**src/rtl/ctrl_pipe_chain.sv**
```systemverilog
// ctrl_pipe_chain: control-bundle pipeline with per-stage stall, flush, bubble insertion and valid bits.
// Optional saturating bubble/flush event counter enabled by CTRL_PIPE_BUBBLE_CNT_EN.
module ctrl_pipe_chain #(
    parameter int WIDTH  = 16,
    parameter int STAGES = 3,
    parameter int CNT_W  = 16
) (
    input  logic                      clk,
    input  logic                      rst,
    input  logic [WIDTH-1:0]          ctrl_d,
    input  logic                      valid_d,
    input  logic [STAGES-1:0]         stall,
    input  logic [STAGES-1:0]         flush,
    output logic [STAGES*WIDTH-1:0]   ctrl_q,
    output logic [STAGES-1:0]         valid_q,
    output logic [CNT_W-1:0]          bubble_cnt
);
    logic [STAGES-1:0] hold;
    logic [STAGES-1:0] clear;

    genvar i;
    generate
        for (i = 0; i < STAGES; i++) begin : g_stage
            logic [WIDTH-1:0] r_c;
            logic             r_v;
            logic [WIDTH-1:0] src_c;
            logic             src_v;
            logic             up_hold;
            // A downstream stall freezes everything upstream of it
            assign hold[i] = |(stall >> i);
            if (i == 0) begin : g_first
                assign src_c   = valid_d ? ctrl_d : '0;
                assign src_v   = valid_d;
                assign up_hold = 1'b0;
            end else begin : g_rest
                assign src_c   = g_stage[i-1].r_c;
                assign src_v   = g_stage[i-1].r_v;
                assign up_hold = hold[i-1];
            end
            // Flush, or a bubble where a held upstream meets a moving downstream
            assign clear[i] = flush[i] | (up_hold & ~hold[i]);
            always_ff @(posedge clk) begin
                if (rst) begin
                    r_c <= '0;
                    r_v <= 1'b0;
                end else if (clear[i]) begin
                    r_c <= '0;
                    r_v <= 1'b0;
                end else if (!hold[i]) begin
                    r_c <= src_c;
                    r_v <= src_v;
                end
            end
            assign ctrl_q[i*WIDTH +: WIDTH] = r_c;
            assign valid_q[i]               = r_v;
        end
    endgenerate

`ifdef CTRL_PIPE_BUBBLE_CNT_EN
    logic [CNT_W-1:0] cnt;
    always_ff @(posedge clk) begin
        if (rst)
            cnt <= '0;
        else if (|clear && cnt != {CNT_W{1'b1}})
            cnt <= cnt + 1'b1;
    end
    assign bubble_cnt = cnt;
`else
    assign bubble_cnt = '0;
`endif
endmodule
```
**config.mk**
```make
export PLATFORM = sky130hd
export DESIGN_NAME = ctrl_pipe_chain
export DESIGN_NICKNAME = d
export VERILOG_FILES = /design/src/rtl/ctrl_pipe_chain.sv
export SDC_FILE = /design/constraint.sdc
export NUM_CORES = 1
export LEC_CHECK = 0
export CORE_MARGIN = 8
export CORE_UTILIZATION = 44
export DETAILED_ROUTE_END_ITERATION = 10
export GPL_TIMING_DRIVEN = 1
export HOLD_SLACK_MARGIN = 0.05
export PLACE_DENSITY = 0.79
export SLEW_MARGIN = 20
export SYNTH_ARGS = -nofsm -noshare
export SYNTH_HDL_FRONTEND = slang
export SYNTH_SLANG_ARGS = --single-unit
```
**constraint.sdc**
```tcl
create_clock -name clk -period 1.9 [get_ports clk]
set_clock_uncertainty 0.1 [all_clocks]
set_input_delay 0.475 -clock clk [delete_from_list [all_inputs] [get_ports clk]]
set_output_delay 0.475 -clock clk [all_outputs]
set_load 0.02 [all_outputs]
```
======== Yosys cells after proc, flatten, opt, wreduce, memory -nomap -nowiden ========
Cells that the tools add are included.
cells by class
  mux-type cells .......................... 1
  bitwise operators ....................... 6
  reductions and logical operators ........ 5
operators with widths
  kind                count
  16-bit 2-to-1 mux   1
  2-bit OR reduction  4
  3-bit OR reduction  1
  1-bit bitwise AND   2
  1-bit inverter      2
  1-bit bitwise OR    2
storage, ports and cells
  flip-flop bits (word level) ............. 51
  bits of input ports ..................... 25
  output and inout bits ................... 67
  logic and storage cells ................. 18

======== Depth between registers and ports, before layout ========
Gate-level depths: netlist (run 1).
  depth after elaboration ................. 5
  depth in mapped cells ................... 5

======== Worst setup path after synthesis (run 1) ========
OpenSTA, ideal clock, no wires.
  path type ............................... input port to flip-flop
  start point ............................. input stall[2]
  end point ............................... register g_stage[0].r_c[0]
  setup time .............................. 0.121 ns
  arrival time ............................ 1.403 ns
  slack ................................... 0.276 ns
  stages .................................. 4
  path through ............................ buf_6 nor3_4 buf_6 mux2_2
on the way
  cells in the longest elaborated chain, start to end .. 1
ends and longest elaborated chain
  element               line  text
  from (decl)           12    input logic [STAGES-1:0] stall,
  3-bit OR reduction    30    assign hold[i] = |(stall >> i);
  to (signal assigned)  50    r_c <= src_c;
  to (decl)             24    logic [WIDTH-1:0] r_c;
Every way passes these cells.
A chain may end at the register's enable or synchronous reset.

======== Worst setup path in the final report (run 1) ========
  start point ............................. register g_stage[0].r_c[11]
  end point ............................... output ctrl_q[11]
RTL lines
  element    line  text
  to (decl)  14    output logic [STAGES*WIDTH-1:0] ctrl_q,
No word-level cell between the ends.

==> flow_results.org, run 1 <==
** Outcome
- The run finished with clean final reports.

** Final layout
- Fin area :: 3478 um^2
- Number of antenna repair diodes :: 0
- Fraction of the core area covered by cells at the end of the flow :: 0.6356
- Area taken by multi-input logic gates :: 1235 um^2
- Registers take 1021 um^2.
- The final layout contains 341 nets.
- Synthesis-to-finish area growth :: 39.63%
- In the final layout, the share of cells above drive strength 1 is 0.2082.
- Counting the fill cells in the layout gives 465.
- Leaving out filler cells and counting taps, the final layout contains 389.

** Logic synthesis
- For this run, the register share of the synthesized area comes to 0.4098.
- Synth Instances :: 237
- Share of the synthesized area in the top cell type :: 0.4098
- Cell taking the most area after synthesis :: sky130_fd_sc_hd__dfxtp_1
- EDFF count, synth :: 0
- In the synthesized netlist, the cells that appear most often are sky130_fd_sc_hd__dfxtp_1, sky130_fd_sc_hd__buf_4, sky130_fd_sc_hd__mux2i_1, sky130_fd_sc_hd__nor3_1, sky130_fd_sc_hd__o21ai_0.
- Yosys printed 0 warnings.
- Synth Area per Inst :: 10.51 um^2
- In this run the cell area of the synthesized design comes to 2491 um^2.
- Top area cells in the synthesized netlist :: sky130_fd_sc_hd__dfxtp_1, sky130_fd_sc_hd__mux2_2, sky130_fd_sc_hd__mux2i_1, sky130_fd_sc_hd__buf_4, sky130_fd_sc_hd__nor4bb_1
- Yosys cell types :: 25
- Most used flip-flop cell after synthesis :: sky130_fd_sc_hd__dfxtp_1
- The synthesized design contains 51 register bits.
- Counting flops with an async set or reset pin after synthesis yields a share of 0.
- Yosys instantiated no cell more often than sky130_fd_sc_hd__dfxtp_1.

** Critical path
- Data on the critical path arrives at its endpoint at 1290 ps.
- The number of buffers and inverters on the critical path is 1.
- Maximum fanout encountered on the critical timing path :: 3
- Category of cells accounting for the largest share of critical-path delay :: buffers and inverters
- STA classifies the critical path endpoint as an output pin.
- Slowest stage delay, CP :: 630 ps
- Category of the most critical setup path :: reg -> out
- On the critical path, the stage with the largest delay is an instance of sky130_fd_sc_hd__clkdlybuf4s50_1.
- The signal on the critical path passes through clkdlybuf4s50_1.
- Critical Path Source Type :: flip-flop
- STA puts the critical path data required time at 1320 ps.

** Timing
- Across all hold checks on the routed design, the worst slack comes to 395.6 ps.
- Of the available clock period, the critical path in the final layout requires 0.9794.
- Derived from the worst setup path, the maximum achievable clock frequency is 537.4 MHz.
- The final max-slew violation count is 0.
- Count of final hold-check violations :: 0
- Setup violations remaining at the end of the flow were counted as 0.
- RSZ-0062 raised after global routing :: false
- Post-layout min period :: 1861 ps
- Once routing completed, OpenROAD measured the worst setup slack at 39.15 ps.
- Post-Route Setup TNS :: 0 ps

** GRT
- Global route overflow :: 0
- Number of global-route vias before repair :: 1996
- Global-route wire length before repair :: 9908 um
- Initial antenna violation count :: 0
- Entering global routing, the biggest net connects 39 pins.
- Gr usage total :: 0.1419

** CTS
- Post-CTS repair changed the size of 7 cells.
- In this run, post-CTS hold repair placed 0 buffers.
- Counting along the longest clock path gives a buffer depth of 2.
- TritonCTS created 5 clock buffers.
- The clock reaches the later pin of the worst-skew pair after 300 ps.
- TritonCTS built the clock tree.
- CTS saw 51 sinks.
- Cell at the root of the clock tree :: sky130_fd_sc_hd__clkbuf_8
- Post-CTS Setup Bufs :: 0
- Register clock-pin slew on the reported worst setup and hold paths :: 90 ps
- Count of H-tree levels built during CTS :: 2

** Place
- Dpl ws :: -213.9 ps
- DP Cell Count :: 381
- At the end of routability-driven placement, the weighted congestion stood at 0.7224.
- Half-perimeter wire length after detailed placement :: 4656 um
- Port Buffers :: 75
- Area post-placement :: 3312 um^2

** Power and ir drop
- After layout, the design draws a total of 2.097 mW.
- Share of total power in combinational logic :: 0.117
- Power density over cell area :: 602.8 nW/um^2
- In this run the static leakage power is 1.690 nW.
- Switching Share :: 0.2299
- Of the total power, registers draw 0.512.
- Maximum vdd ir drop :: 389.3 uV
- Switching power summed over all nets :: 0.4821 mW
- The internal portion of the total power is 1.614 mW.
- Clock Power Share :: 0.370

** Die
- The die covers 8326 um^2.
- The floorplan step defined a core boundary enclosing 5473 um^2.
- Row generation in the floorplan step produced 27 rows.
- Starting utilization of the core area :: 0.4552
- Floorplan die height :: 91.25 um
- I/O pins :: 92
- Width of the die :: 91.25 um

** Route
- After the first detailed-routing iteration, the DRC count stood at 97.
- Routed metal-1 wirelength :: 2678 um
- The first detailed-routing pass ran for 4 iterations.
- Detailed routing placed a total of 2710 um of wire on met2.
- Dividing the detail-routed via count by the number of cells gives 5.033.
- In this run the remaining antenna-violating nets after routing total 0.
- In the routed design, unresolved DRC markers number 0.
- After detailed routing, the average wire length per cell comes to 15.29 um.
- Routed wire length :: 5947 um
- After detailed routing, no signal wire sits above met4.
- The routed layout has 1958 vias.
- Met3 wire len :: 506 um

** Job
- Number of max-cap violations :: 0

** Min path
- Type of the worst min-delay path :: reg -> reg
==> final timing paths <==
| check | end | slack, ps | depth (start not counted) | start |
|---|---|---|---|---|
| hold / removal | g_stage[0].r_v$_SDFFE_PP0N_ | 400 | 2 | g_stage[0].r_v$_SDFFE_PP0N_ |
| setup reg to reg | g_stage[1].r_c[0]$_SDFFE_PP0N_ | 660 | 2 | g_stage[0].r_c[0]$_SDFFE_PP0N_ |
| setup / recovery | ctrl_q[11] | 40 | 1 | g_stage[0].r_c[11]$_SDFFE_PP0N_ |
| hold reg to reg | g_stage[0].r_v$_SDFFE_PP0N_ | 400 | 2 | g_stage[0].r_v$_SDFFE_PP0N_ |
==> state kept, by name (all words and copies together) (netlist names) <==
signal       flops
g_stage.r_v      3
g_stage.r_c     48
==> placed cells by master, fill, tap and decap left out, drive strengths merged <==
master / Yosys / routed
o21ai: 17 / 17
or2: 2 / 2
dlymetal6s2s: 0 / 23
or4b: 1 / 1
mux2i: 17 / 17
or3b: 17 / 17
conb: 1 / 16
o31ai: 1 / 1
a211oi: 18 / 18
buf: 33 / 27
nor4bb: 12 / 12
nor3: 18 / 18
nor2b: 1 / 1
bufinv: 0 / 1
dlygate4sd2: 0 / 7
clkinv: 0 / 1
nor3b: 17 / 17
mux2: 16 / 16
dfxtp: 51 / 51
and4bb: 4 / 4
clkdlybuf4s50: 0 / 44
clkbuf: 11 / 6
==> power by group through the flow <==
stage / clock (mW) / combinational, mW / sequential [mW]
after floorplan: 0 / 0.166 / 1.10
after global placement: 0 / 0.244 / 1.10
after detailed placement: 0 / 0.246 / 1.10
after CTS: 0.802 / 0.246 / 1.07
after global routing: 0.836 / 0.265 / 1.07
final: 0.776 / 0.246 / 1.07
==> area by class of cell <==
type / instances / area share
clock buffer: 6 / 0.02374
clock inverter: 2 / 0.01007
multi-input combinational: 157 / 0.3550
sequential: 51 / 0.2935
tap: 72 / 0.02590
timing repair buffer: 101 / 0.2917
==> routing by layer <==
layer,global-route usage,up-vias
li1,-,998
met1,0.1688,893
met2,0.2237,61
met3,0.07078,6
met4,0.03274,0
met5,0,-
==> kinds of logic after synthesis <==
kind of cell	after synthesis	synth area share
AOI/OAI and AO/OA	36	0.09744
buffers and inverters	44	0.1170
DFF	51	0.4098
muxes	33	0.1406
other	1	0.001505
and+or+nand+nor	72	0.2336
Note: power is estimated with default switching activity, not from simulation.
==> run 2: changes to the inputs <==
CAP_MARGIN = 0   (was unset)
==> results of run 2 <==
No change in the layout: final DEF, timing and power equal those of run 1.
==> run 3: changes to the inputs <==
CTS_BUF_LIST = sky130_fd_sc_hd__clkbuf_16   (was unset)
==> flow_results.org, run 3 (synthesis results as in run 1) <==
** Final layout
- Counting flops per register, the top entry is g_stage.r_c.
- The largest registers in the layout are g_stage.r_c (48), g_stage.r_v (3).
- Leaving out fill and tap cells, the most frequent cell in the layout is sky130_fd_sc_hd__clkdlybuf4s50_1.
- Number of antenna repair diodes :: 0 (unchanged)
- Synthesis-to-finish area growth :: 40.33%
- The summed area of non-filler cells in the final layout was 3496 um^2 (+0.50%).
- The number of flip-flops under the largest register name came to 48 (unchanged).
- The count of nets after finishing came to 341 (unchanged).
- The fraction of final layout cells sized beyond drive strength 1 was 0.2050 (-0.003155).
- Commonest cells after routing, fill and taps aside :: sky130_fd_sc_hd__clkdlybuf4s50_1, sky130_fd_sc_hd__dfxtp_1, sky130_fd_sc_hd__buf_4

** Place
- Port Buffers :: 75 (unchanged)
- The detailed-placement wirelength estimate is 4656 um (unchanged).
- The routability congestion estimate from global placement is 0.7224 (unchanged).
- Area post-placement :: 3312 um^2 (unchanged)

** Route
- The mean routed wirelength per cell came to 15.42 um (+0.89%).
- The total number of vias came to 1956 (-0.10%).
- Number of nets with antenna violations after routing :: 0 (unchanged)
- The total iterations of the first detailed-routing run came to 4 (unchanged).
- Final routed DRC violation total :: 0 (unchanged)
- The initial detailed-routing violation count came to 109 (+12%).
- DR vias/cell :: 5.028 (-0.10%)
- The total detailed-routing wirelength came to 6000 um (+0.89%).

** Die
- The die outline height is 91.25 um (unchanged).
- The full die area came to 8326 um^2 (unchanged).
- I/O pins :: 92 (unchanged)
- The count of standard-cell rows was 27 (unchanged).
- Width of the die :: 91.25 um (unchanged)
- The effective utilization at floorplan came to 0.4552 (unchanged).
- Core region area :: 5473 um^2 (unchanged)

** CTS
- Register clock-pin slew on the reported worst setup and hold paths :: 60 ps (-30 ps)
- TritonCTS Buffers :: 5 (unchanged)
- The maximum buffer depth of the clock tree was 2 (unchanged).
- The number of buffers inserted to repair setup after CTS is 0 (unchanged).
- Clock tree synthesis selected as its root buffer the cell sky130_fd_sc_hd__clkbuf_16.
- TritonCTS built the clock tree.
- The number of clock sinks came to 51 (unchanged).
- The source-to-sink clock delay at the later pin of the worst-skew pair was 280 ps (-20 ps).
- Count of H-tree levels built during CTS :: 2 (unchanged)

** Timing
- The fmax came to 537.1 MHz (about the same).
- The final critical-path share of the clock period came to 0.9798 (about the same).
- RSZ-0062 raised after global routing :: false
- The final max-slew violation count is 0 (unchanged).
- Number of failing setup endpoints in the final timing report :: 0 (unchanged)
- Post-layout min period :: 1862 ps (+0.8344 ps)
- The final hold violation count is 0 (unchanged).

** Power and ir drop
- Overall power consumption :: 2.306 mW (+10%)
- The areal power density over the cells was 659.6 nW/um^2 (+9.4%).
- Leakage component of the power :: 1.387 nW (-18%)
- Maximum vdd ir drop :: 373.9 uV (-3.9%)

** GRT
- The number of antenna violations at the first check in global routing came to 0 (unchanged).
- Global-route wire length before repair :: 10030 um (+1.3%)
- Global route overflow :: 0 (unchanged)
- The pin count of the biggest net entering global routing was 39 (unchanged).
- Gr usage total :: 0.1443 (+0.002378)
- The via count of the first global-routing pass was 2004 (+0.40%).

** Critical path
- The largest fanout on the critical path came to 3 (unchanged).
- WP data arrival :: 1290 ps (about the same)
- Traced cell by cell, the critical path runs through clkdlybuf4s50_1.
- Slowest stage delay, CP :: 630 ps (about the same)
- The endpoint required time on the critical path was 1320 ps (about the same).
- Kind of end point of the critical path :: output pin
- Category of the most critical setup path :: reg -> out
- Critical Path Source Type :: flip-flop
- Broken down by cell family, the worst path's largest delay share belongs to buffers and inverters.
- Critical-path top delay cell :: sky130_fd_sc_hd__clkdlybuf4s50_1
- The sum of buffers and inverters on the critical path is 1 (unchanged).

** Outcome
- The flow ran to the end, and the final reports show no timing, DRC or antenna violations.

** Min path
- Type of the worst min-delay path :: reg -> reg

** Job
- Number of max-cap violations :: 0 (unchanged)
==> run 3: cell count changes in the layout (fill, tap and decap cells not counted), sizes merged <==
cell | before | now
clkdlybuf4s50 | 44 | 66
clkinv | 1 | 2
clkbuf | 6 | 5
dlymetal6s2s | 23 | 8
dlygate4sd2 | 7 | 0
==> run 3: final timing paths <==
path | from | end | slack, ps | cells after the start
hold / removal | g_stage[0].r_v$_SDFFE_PP0N_ | g_stage[0].r_v$_SDFFE_PP0N_ | 400 | 2
setup / recovery | g_stage[0].r_c[3]$_SDFFE_PP0N_ | ctrl_q[3] | 40 | 1
hold reg to reg | g_stage[0].r_v$_SDFFE_PP0N_ | g_stage[0].r_v$_SDFFE_PP0N_ | 400 | 2
setup reg to reg | g_stage[0].r_c[0]$_SDFFE_PP0N_ | g_stage[1].r_c[0]$_SDFFE_PP0N_ | 700 | 2
==> run 3: worst reg2reg max path: cells and delay by family, from the launching register on <==
family,cells,cell delay [ps]
simple gates,1,440
compound gates,1,220
flops,1,340
==> run 3: timing repair <==
action,in CTS,in global routing
endpoints found under the setup margin,0,8
resized for setup,0,8
hold buffers,0,0
==> run 3: where the power goes <==
group / leakage [nW] / internal (mW) / switching [mW]
sequential: 0.411 / 1.07 / 0.00274
clock: 0.0812 / 0.614 / 0.370
combinational: 0.895 / 0.117 / 0.130
==> run 3: cell type report <==
class | instances | area, um^2
fill | 471 | 1977
sequential | 51 | 1021
clock buffer | 5 | 125.1
tap | 72 | 90.09
clock inverter | 3 | 38.79
multi-input combinational | 157 | 1235
timing repair buffer | 101 | 985.9
==> run 3: routing by layer <==
layer | GRT usage | vias to the layer above | share of wire
met5 | 0 | - | 0
met4 | 0.04093 | 0 | 0.0088
met3 | 0.06831 | 6 | 0.087
met2 | 0.2255 | 63 | 0.45
met1 | 0.1726 | 892 | 0.45
li1 | - | 995 | -
==> run 3: metrics by stage <==
step,hold slack (ps),instances,TNS (ps),util,worst slack [ps]
finish,399.0,389,0,0.6388,38.31
CTS,399.9,389,0,0.6351,5.334
global placement,387.5,381,-3299,0.6052,-112.1
global route,423.4,389,0,0.6388,0.3121
floorplan,365.3,252,0,-,275.8
detailed placement,387.4,381,-4212,0.6052,-213.9
